===== src/rtl/vga_timing_gen.sv =====
// Parametrised raster timing generator: h/v counters, sync/de/coordinate
// decode, ce-gated output delay line and a frame-aligned start/stop FSM.
module vga_timing_gen #(
    parameter int H_ACTIVE = 640,
    parameter int H_FP     = 16,
    parameter int H_SYNC   = 96,
    parameter int H_BP     = 48,
    parameter int V_ACTIVE = 480,
    parameter int V_FP     = 10,
    parameter int V_SYNC   = 2,
    parameter int V_BP     = 33,
    parameter int H_POL    = 0,
    parameter int V_POL    = 0,
    parameter int H_W      = 10,
    parameter int V_W      = 10,
    parameter int PIPE_DLY = 2
) (
    input  logic           clk,
    input  logic           rst,
    input  logic           pix_ce,
    input  logic           en,
    output logic           hsync,
    output logic           vsync,
    output logic           de,
    output logic [H_W-1:0] x,
    output logic [V_W-1:0] y,
    output logic           line_start,
    output logic           frame_start,
    output logic           running
);

    localparam int H_TOTAL = H_ACTIVE + H_FP + H_SYNC + H_BP;
    localparam int V_TOTAL = V_ACTIVE + V_FP + V_SYNC + V_BP;

    localparam logic [H_W-1:0] H_ACT  = H_W'(H_ACTIVE);
    localparam logic [H_W-1:0] H_SS   = H_W'(H_ACTIVE + H_FP);
    localparam logic [H_W-1:0] H_SE   = H_W'(H_ACTIVE + H_FP + H_SYNC);
    localparam logic [H_W-1:0] H_LAST = H_W'(H_TOTAL - 1);
    localparam logic [V_W-1:0] V_ACT  = V_W'(V_ACTIVE);
    localparam logic [V_W-1:0] V_SS   = V_W'(V_ACTIVE + V_FP);
    localparam logic [V_W-1:0] V_SE   = V_W'(V_ACTIVE + V_FP + V_SYNC);
    localparam logic [V_W-1:0] V_LAST = V_W'(V_TOTAL - 1);
    localparam logic HP = 1'(H_POL);
    localparam logic VP = 1'(V_POL);

    typedef enum logic [1:0] {IDLE, RUN, STOP} state_t;

    typedef struct packed {
        logic           hs;
        logic           vs;
        logic           de;
        logic [H_W-1:0] x;
        logic [V_W-1:0] y;
        logic           ls;
        logic           fs;
    } stage_t;

    state_t         state, state_nx;
    logic [H_W-1:0] h;
    logic [V_W-1:0] v;
    logic           h_end, v_end;
    logic           ce_q;
    stage_t         s0;
    stage_t         last;
    stage_t         pipe [0:PIPE_DLY];

    assign h_end = (h == H_LAST);
    assign v_end = (v == V_LAST);

    always_ff @(posedge clk) begin
        if (rst) state <= IDLE;
        else     state <= state_nx;
    end

    // STOP only retires to IDLE on the last pixel, so frames are never cut
    always_comb begin
        state_nx = state;
        unique case (state)
            IDLE: if (en) state_nx = RUN;
            RUN:  if (!en) state_nx = STOP;
            STOP: begin
                if (en)
                    state_nx = RUN;
                else if (pix_ce && h_end && v_end)
                    state_nx = IDLE;
            end
            default: state_nx = IDLE;
        endcase
    end

    always_ff @(posedge clk) begin
        if (rst || state == IDLE) begin
            h <= '0;
            v <= '0;
        end else if (pix_ce) begin
            if (h_end) begin
                h <= '0;
                v <= v_end ? '0 : v + 1'b1;
            end else begin
                h <= h + 1'b1;
            end
        end
    end

    always_comb begin
        s0 = '0;
        if (state != IDLE) begin
            s0.de = (h < H_ACT) && (v < V_ACT);
            s0.hs = (h >= H_SS) && (h < H_SE);
            s0.vs = (v >= V_SS) && (v < V_SE);
            s0.x  = s0.de ? h : '0;
            s0.y  = s0.de ? v : '0;
            s0.ls = (h == '0);
            s0.fs = (h == '0) && (v == '0);
        end
    end

    always_ff @(posedge clk) begin
        if (rst) begin
            ce_q <= 1'b0;
            for (int i = 0; i <= PIPE_DLY; i++)
                pipe[i] <= '0;
        end else begin
            ce_q <= pix_ce;
            if (pix_ce) begin
                pipe[0] <= s0;
                for (int i = 1; i <= PIPE_DLY; i++)
                    pipe[i] <= pipe[i-1];
            end
        end
    end

    // strobes qualify with ce_q so they last one clk even when ce is sparse
    assign last        = pipe[PIPE_DLY];
    assign hsync       = HP ? last.hs : ~last.hs;
    assign vsync       = VP ? last.vs : ~last.vs;
    assign de          = last.de;
    assign x           = last.x;
    assign y           = last.y;
    assign line_start  = last.ls & ce_q;
    assign frame_start = last.fs & ce_q;
    assign running     = (state != IDLE);

endmodule


===== config.mk =====
export PLATFORM = sky130hd
export DESIGN_NAME = vga_timing_gen
export DESIGN_NICKNAME = d
export VERILOG_FILES = /design/src/rtl/vga_timing_gen.sv
export SDC_FILE = /design/constraint.sdc
export NUM_CORES = 1
export LEC_CHECK = 0
export ABC_AREA = 1
export CORE_UTILIZATION = 40
export CTS_CLUSTER_DIAMETER = 150
export DETAILED_ROUTE_END_ITERATION = 12
export GPL_TIMING_DRIVEN = 0
export PLACE_DENSITY_LB_ADDON = 0.25
export SLEW_MARGIN = 20
export SYNTH_ARGS = -nofsm -noshare
export SYNTH_HDL_FRONTEND = slang
export SYNTH_SLANG_ARGS = --single-unit

===== constraint.sdc =====
create_clock -name clk -period 3 [get_ports clk]
set_input_delay 0.45 -clock clk [delete_from_list [all_inputs] [get_ports clk]]
set_output_delay 0.45 -clock clk [all_outputs]
set_load 0.01 [all_outputs]

---- Word level (Yosys, flattened, before mapping) ----
Memories as Yosys holds them, arrays and structs flattened.
Cells that the tools add are included.
word-level totals
  bits in registers ....................... 23
  latch bits .............................. 0
  memory bits (writable) .................. 75
  bits in read-only memories .............. 0
  input bits .............................. 4
  output and inout port bits .............. 26
  word-level logic and storage cells ...... 58
  memories kept ........................... 1
memories
  name  words  bits a word  read ports  clocked after Yosys merged registers in  wr ports  line  RTL
  pipe  3      25           3           0                                        3         65    stage_t pipe [0:PIPE_DLY];
operators by class
  add/sub/neg operators ................... 2
  $mul .................................... 0
  divide/modulo/power cells ............... 0
  magnitude comparators ................... 6
  equality and inequality tests ........... 7
  shift operators ......................... 0
  muxes and demuxes ....................... 18
  bitwise gates (word level) .............. 7
  reduce and logical (&&, ||, !) cells .... 13
operators by type and width
  kind                                                                            count
  25-bit two-way mux                                                              4
  10-bit two-way mux                                                              4
  10-bit by 1-bit adder with 10-bit output (second input constant)                2
  10-bit == test (second input constant)                                          2
  10-bit zero test                                                                2
  10-bit less-than comparator (second input constant)                             2
  10-bit by 9-bit less-than comparator with 1-bit output (second input constant)  2
  10-bit >= comparator (second input constant)                                    1
  10-bit by 9-bit >= comparator with 1-bit output (second input constant)         1
  2-bit two-way mux                                                               4
  1-bit logical AND                                                               6
  2-bit one-hot mux with 3 select lines                                           1
  1-bit two-way mux                                                               5
  2-bit inequality test (second input constant)                                   2
  3-bit inequality test (second input constant)                                   1
  1-bit OR                                                                        3
  3-bit AND reduction                                                             1
  1-bit bitwise AND                                                               2
  2-bit by 1-bit == test with 1-bit output (second input constant)                1
  2-bit == test (second input constant)                                           1
  2-bit zero test                                                                 1
  1-bit inverter                                                                  2
  2-bit AND reduction                                                             1
  2-bit nonzero test                                                              1
  1-bit logical OR                                                                1

---- Longest topological paths before layout ----
Gate-level depths: netlist of run 1.
  depth in word-level cells ............... 6
  gate-level depth with buffers ........... 9
  depth with buffers taken out ............ 8

---- Least setup slack after synthesis of run 1 ----
Ideal clock, no wire load.
  path type ............................... in2reg
  from .................................... input port pix_ce
  to ...................................... memory pipe[0][0] (netlist bit), enable pin
  setup time .............................. 435 ps
  data arrival time ....................... 2131 ps
  required time ........................... 2565 ps
  slack ................................... 434 ps
  stages on the path ...................... 2
  path buffers ............................ 0
  cells stage by stage .................... inv_2 -> nand2_1
RTL lines
  element      line  RTL
  from (decl)  20    input logic pix_ce,
  to (decl)    65

---- Worst setup path after layout of run 1 ----
  from .................................... register state[0]
  to ...................................... output port running
on the way
  word-level cells in the longest chain between the ends .. 1
RTL lines
  element                 line  RTL
  from (decl)             58    state_t state, state_nx;
  from (signal assigned)  72    else state <= state_nx;
  2-bit nonzero test      142   assign running = (state != IDLE);
  to (decl)               29    output logic running
Every way passes these cells.

==> impl_results.md, run 1 <==
* Cts hold-fix bufs at 0
* Post-synth cell types at 32
* GRT Total Usage at 12.48%
* Synth area leader: edfxtp_1
* Met1 Use GR at approximately 15%
* Starting density of the core at 41.40%
* Vias per cell at around 4.3
* Clk pwr share at 36.7%
* PwrDens at 534.9 nW/um2
* Vias in the first global route at 2501
* TritonCTS clock tree: yes
* Total power draw at 2.675 mW
* Setup CP Type: register to output pin
* Final Max Tran Viols at 0
* HP Start: state[0]
* Placed wire-length estimate at 4362 um
* Synth Warn # at 0
* Outcome: finished clean
* Layout cells sized above 1 at between 10% and 20%
* Synthesized instance count at 429
* Pleak at around 2.0 nW
* Max IR drop VDD at 187.1 uV
* Crit end category: output pin
* Remaining antenna violation count at 0
* DRC at 0
* Reg power frac at 57.3%
* Worst Path Required at 2.55 ns
* Die area at 11100 um2
* Area fraction of the dominant cell type after synthesis at 52.69%
* Hold slack at 0.5028 ns
* Setup violators final at 0
* I/O pin total at 30
* Sequential Area at about 2700 um2
* Ys flop type: edfxtp_1
* Seq/Total Area, Yosys at a little under two thirds
* DIE HEIGHT at roughly 110 um
* Unrepaired setup endpoints after global routing: false
* Cell-internal power at 2.139 mW
* Crit Reg-Reg Startpoint: h[0]
* # diodes at 0
* CP arrival at between 1 and 1.5 ns
* Syn Nets at ~440
* Count leader, synth: nor2_1
* Core ar. at around 10000 um2
* Power share of the combinational group at about 6.0%
* Crit-path max FO at 3
* Area growth, synth to finish at 17.01%
* Detailed-route via count at around 2600
* Hold WC Path Type: register to register
* Fin crit period at ~1.9 ns
* Mean Syn Cell Area at 9.963 um2
* Cts repair resizes at 0
* DP Area at roughly 4800 um2
* Routability congestion estimate at 0.8307
* Sw frac at 20.05%
* Initial antenna violation count at 0
* Cell Rows at 37
* Multi-input gate area at 1032 um2
* Clock Sink Count at 98
* Largest net degree at the start of global routing at 57
* First-pass detailed-route iteration total at 4
* IO buf count at 29
* CTS Root Cell: clkbuf_8
* GR Util met2 at 20.44%
* Final period util at roughly 63%
* Final Cell Area at 5001 um2
* Routed WL at 6290 um
* Post-synth top cells: nor2_1 (105), inv_1 (87), edfxtp_1 (75), nand2_1 (35), dfxtp_1 (23)
* Die Wd at 105.4 um
* Layout net count at around 480
* Top post-synthesis cells by area: edfxtp_1 (53%), dfxtp_1 (11%), nor2_1 (9.2%)
* Clock skew at 0.01084 ns
* Async set or reset register ratio after synthesis at 0%
* Htree depth at 3
* Gr ovfl total at 0
* Critical path launch point: state[0]
* Routed WL per cell at 10.29 um
* Cts bufs inserted at 9
* Max Cap Viol at 0
* Final Hold Vio Count at 0
* F_max at 527.1 MHz
* Met3 usage at 2.412%
* CP Launch Type: register
* First-pass GRT wire length at approximately 11000 um
* Number of synthesized flops with an enable pin at 75
* Fillers at ~960
* Clock Path Buffers at 2
* Initial detailed-routing violation count at roughly 130
* Net Sw Power at 0.5364 mW
* Clk slew on worst S/H paths at about 0.09 ns
* Busiest grt layer: met2
* Post-synthesis instance area at between 4000 and 5000 um2
* Number of synthesized register bits at about 100
* Worst skew pair latency at 0.36 ns
* Postcts setup bufs at 0
## logic make-up (layout without fill, tap and decap cells)
| kind of cell | count (synthesis) | count (layout) | synth area share [%] |
|---|---|---|---|
| xor gates and xnor gates | 2 | 2 | 0.4099 |
| AOI/OAI and AO/OA | 24 | 24 | 3.162 |
| and+or+nand+nor | 182 | 182 | 19.15 |
| buffers and inverters | 118 | 164 | 12.56 |
| other | 1 | 1 | 0.08774 |
| adders and majority gates | 4 | 4 | 1.171 |
| DFF | 98 | 98 | 63.47 |
## flip-flops by register name, summed over array words and instances (netlist names)
name,count
v,10
ce_q,1
h,10
pipe,75
state,2
## per-stage QoR
stage / instances / setup TNS, ns / util (%) / worst slack, ns
2_1_floorplan: 429 / 0 / - / 0.4340
6_report: 611 / 0 / 48.44 / 1.103
4_1_cts: 611 / 0 / 48.44 / 1.096
5_1_grt: 611 / 0 / 48.44 / 1.006
3_3_place_gp: 594 / -55.01 / 45.86 / -0.7353
3_5_place_dp: 595 / 0 / 46.20 / 0.8578
## cells in the final DEF (no fill, tap or decap), types with 3 or more instances in the layout
cell type / count
nor2_1: 105
buf_4: 20
clkbuf_1: 5
dfxtp_1: 23
a21oi_2: 3
o21ai_0: 10
clkdlybuf4s50_1: 29
nor3_1: 6
nand4_1: 6
ha_1: 4
nand3b_1: 3
inv_1: 87
edfxtp_1: 75
nand2_1: 34
a21oi_1: 9
bufinv_16: 3
inv_2: 3
clkbuf_8: 9
nand3_1: 12
nand2_2: 4
## cell type report
cell class	count	share of cell area (%)
timing repair buffer	30	6.355
tap	136	3.403
clock buffer	9	2.477
sequential	98	54.24
buffer	28	3.978
multi-input combinational	213	20.64
inverter	90	6.755
clock inverter	7	2.152
## final timing paths
kind                   end  slack, ns  depth (start not counted)
setup / recovery   running       1.10                          3
hold / removal    state[1]       0.50                          2
setup reg to reg      v[8]       1.50                          9
hold reg to reg   state[1]       0.50                          2
## routing by layer
layer	share of wire, %	wire, um
met5	0	0
met1	48	3021
met3	3.2	204
met4	2.6	163
met2	46	2901
## worst max-delay path, cell delays in order, from the launching register on
cell and delay [ns]:
dfxtp_1 0.36, nor2_1 0.06, inv_1 0.11, clkdlybuf4s50_1 0.55
## power by group through the flow
stage | sequential, mW | clock (mW) | combinational [mW]
3_3_place_gp | 1.57 | 0 | 0.155
4_1_cts | 1.53 | 0.998 | 0.164
6_report | 1.53 | 0.982 | 0.161
5_1_grt | 1.54 | 1.05 | 0.180
2_1_floorplan | 1.56 | 0 | 0.0957
3_5_place_dp | 1.56 | 0 | 0.163
No activity file was read; power rests on OpenSTA's default activity.
==> run 2, diff against run 1 <==
clock period = 1.7 ns   (was 3 ns; I/O delays follow)
==> run 2 against run 1 <==
  * Count of clock-buffer cells in the layout unchanged
  * Combinational power rose by 76%
  * Sequential share of layout area grew 0.80 points
  * Final area is 1.5% lower
  * Cell count unchanged
  * Via count decreased by 0.94%
  * Critical path depth shrank 1
  * Core utilization decreased by 0.70 points
  * Non-clock buffer count unchanged
  * Hold slack worse by 0.0038 ns
  * Critical endpoint is now x[6]
  * Highest routed layer unchanged
==> impl_results.md, run 2 (synthesis results as in run 1) <==
* Reg2Reg Depth at 9
* Outcome: finished clean
* First-pass GRT wire length at 10910 um
* Routed WL at between 6000 and 7000 um
* Crit end category: output pin
* Final period util at 92.93%
* Cell-internal power at 3.322 mW
* Cts bufs inserted at 9
* Max IR drop VDD at 345.8 uV
* Initial antenna violation count at 0
* CP arrival at 1.32 ns
* Net Sw Power at roughly 0.93 mW
* Worst Path Required at 1.44 ns
* Most flops, register: pipe
* # diodes at 0
* Final Hold Vio Count at 0
* Unrepaired setup endpoints after global routing: false
* Area growth, synth to finish at 15.31%
* Routability congestion estimate at between 0.8 and 0.9
* Largest net degree at the start of global routing at 64
* Pleak at about 1.9 nW
* Power share of the combinational group at roughly 6.7%
* Cts hold-fix bufs at 0
* Setup TNS Final at 0 ns
* Total power draw at 4.247 mW
* Worst skew pair latency at 0.36 ns
* Fillers at slightly below 1000
* Htree depth at 3
* IO buf count at 29
* Clock skew at 0.006246 ns
* Detailed-route via count at around 2600
* Clk slew on worst S/H paths at 0.09 ns
* Vias per cell at 4.295
* Cell Rows at 37
* CP Launch Type: register
* Highest-count cells in the layout ignoring fill and taps: nor2_1 (105), inv_1 (87), edfxtp_1 (75), nand2_1 (34), clkdlybuf4s50_1 (28)
* Cts repair resizes at 1
* Final Max Tran Viols at 0
* Max Cap Viol at 0
* Gr ovfl total at 0
* Clk pwr share at 29.7%
* Setup violators final at 0
* Initial detailed-routing violation count at 173
* Clock Path Buffers at 2
* Max reg flops at 75
* Remaining antenna violation count at 0
* Vias in the first global route at 2493
* Layout cells sized above 1 at 11.79%
* Hold WC Path Type: primary input to register
* PwrDens at roughly 860 nW/um2
* Die Wd at 105.4 um
* Core ar. at 10320 um2
* CTS Root Cell: clkbuf_8
* Postcts setup bufs at 0
* Sw frac at 21.78%
* I/O pin total at 30
* Routed WL per cell at 10.20 um
* F_max at 633.0 MHz
* Fin crit period at 1.580 ns
* DRC at 0
* Layout net count at about 480
* Placed wire-length estimate at 4386 um
* Crit-path max FO at 1
* Reg power frac at a little under two thirds
* Hold path depth at 3
* Die area at 11100 um2
* Starting density of the core at 41.40%
* DIE HEIGHT at 105.4 um
* TritonCTS clock tree: yes
* First-pass detailed-route iteration total at 4
* Leading cell type in the layout, fill and taps excluded: nor2_1
* Utilization after layout at around 48%
* Top flop regs: pipe x75, h x10, v x10
* Clock Sink Count at 98
* GRT Total Usage at 12.45%
* Setup CP Type: register to output pin
==> run 2: changes by cell type in the layout (fill, tap and decap cells not counted), sizes merged <==
cell           before  now
clkdlybuf4s50      29   28
bufinv              3    0
dlygate4sd2         0    1
clkinvlp            0    2
clkinv              4    5
==> run 2: critical path, stage by stage, from the launching register on <==
cell,delay [ns]
edfxtp_1,0.37
buf_4,0.13
clkdlybuf4s50_1,0.47
==> run 2: metrics by stage <==
step | instances | instance area, um2 | setup slack, ns | hold slack [ns]
5_1_grt | 611 | 4928 | 0.008209 | 0.5096
4_1_cts | 611 | 4928 | 0.09627 | 0.4747
6_report | 611 | 4928 | 0.1201 | 0.4990
3_5_place_dp | 595 | 4770 | -0.2303 | 0.4874
2_1_floorplan | 429 | 4277 | 0.07093 | 0.3334
3_3_place_gp | 594 | 4737 | -0.9126 | 0.4684
==> run 2: layout make-up <==
type | count | area (um2) | share of cell area (%)
clock buffer | 9 | 123.9 | 2.513
inverter | 90 | 337.8 | 6.855
clock inverter | 7 | 36.28 | 0.7362
timing repair buffer | 30 | 316.6 | 6.423
multi-input combinational | 213 | 1032 | 20.94
sequential | 98 | 2713 | 55.04
buffer | 28 | 198.9 | 4.037
tap | 136 | 170.2 | 3.453
==> run 2: final timing paths <==
kind / startpoint / end / slack, ns
worst min-delay path: en / state[0] / 0.50
worst min register to register: h[0] / h[0] / 0.51
worst max-delay path: pipe[0][68] / x[6] / 0.12
worst max register to register: h[0] / v[6] / 0.19
==> run 2: routing by layer <==
layer  wire length, um  share of wire (%)  GRT usage, %  vias up
li1                  -                  -             -     1406
met4               217                3.5         8.652        0
met3               178                2.9         1.855       16
met5                 0                  0             0        -
met1              2973                 48         15.00     1151
met2              2862                 46         20.54       51
==> run 2: power by group through the flow <==
stage | sequential [mW] | clock, mW | combinational, mW
2_1_floorplan | 2.76 | 0 | 0.170
3_3_place_gp | 2.76 | 0 | 0.275
3_5_place_dp | 2.76 | 0 | 0.289
4_1_cts | 2.71 | 1.30 | 0.288
5_1_grt | 2.72 | 1.38 | 0.317
6_report | 2.70 | 1.26 | 0.283
==> run 3, diff against run 2 <==
HOLD_SLACK_MARGIN = 0.02   (was not set)
==> results of run 3 <==
No change in the layout: final DEF, timing and power equal those of run 2.
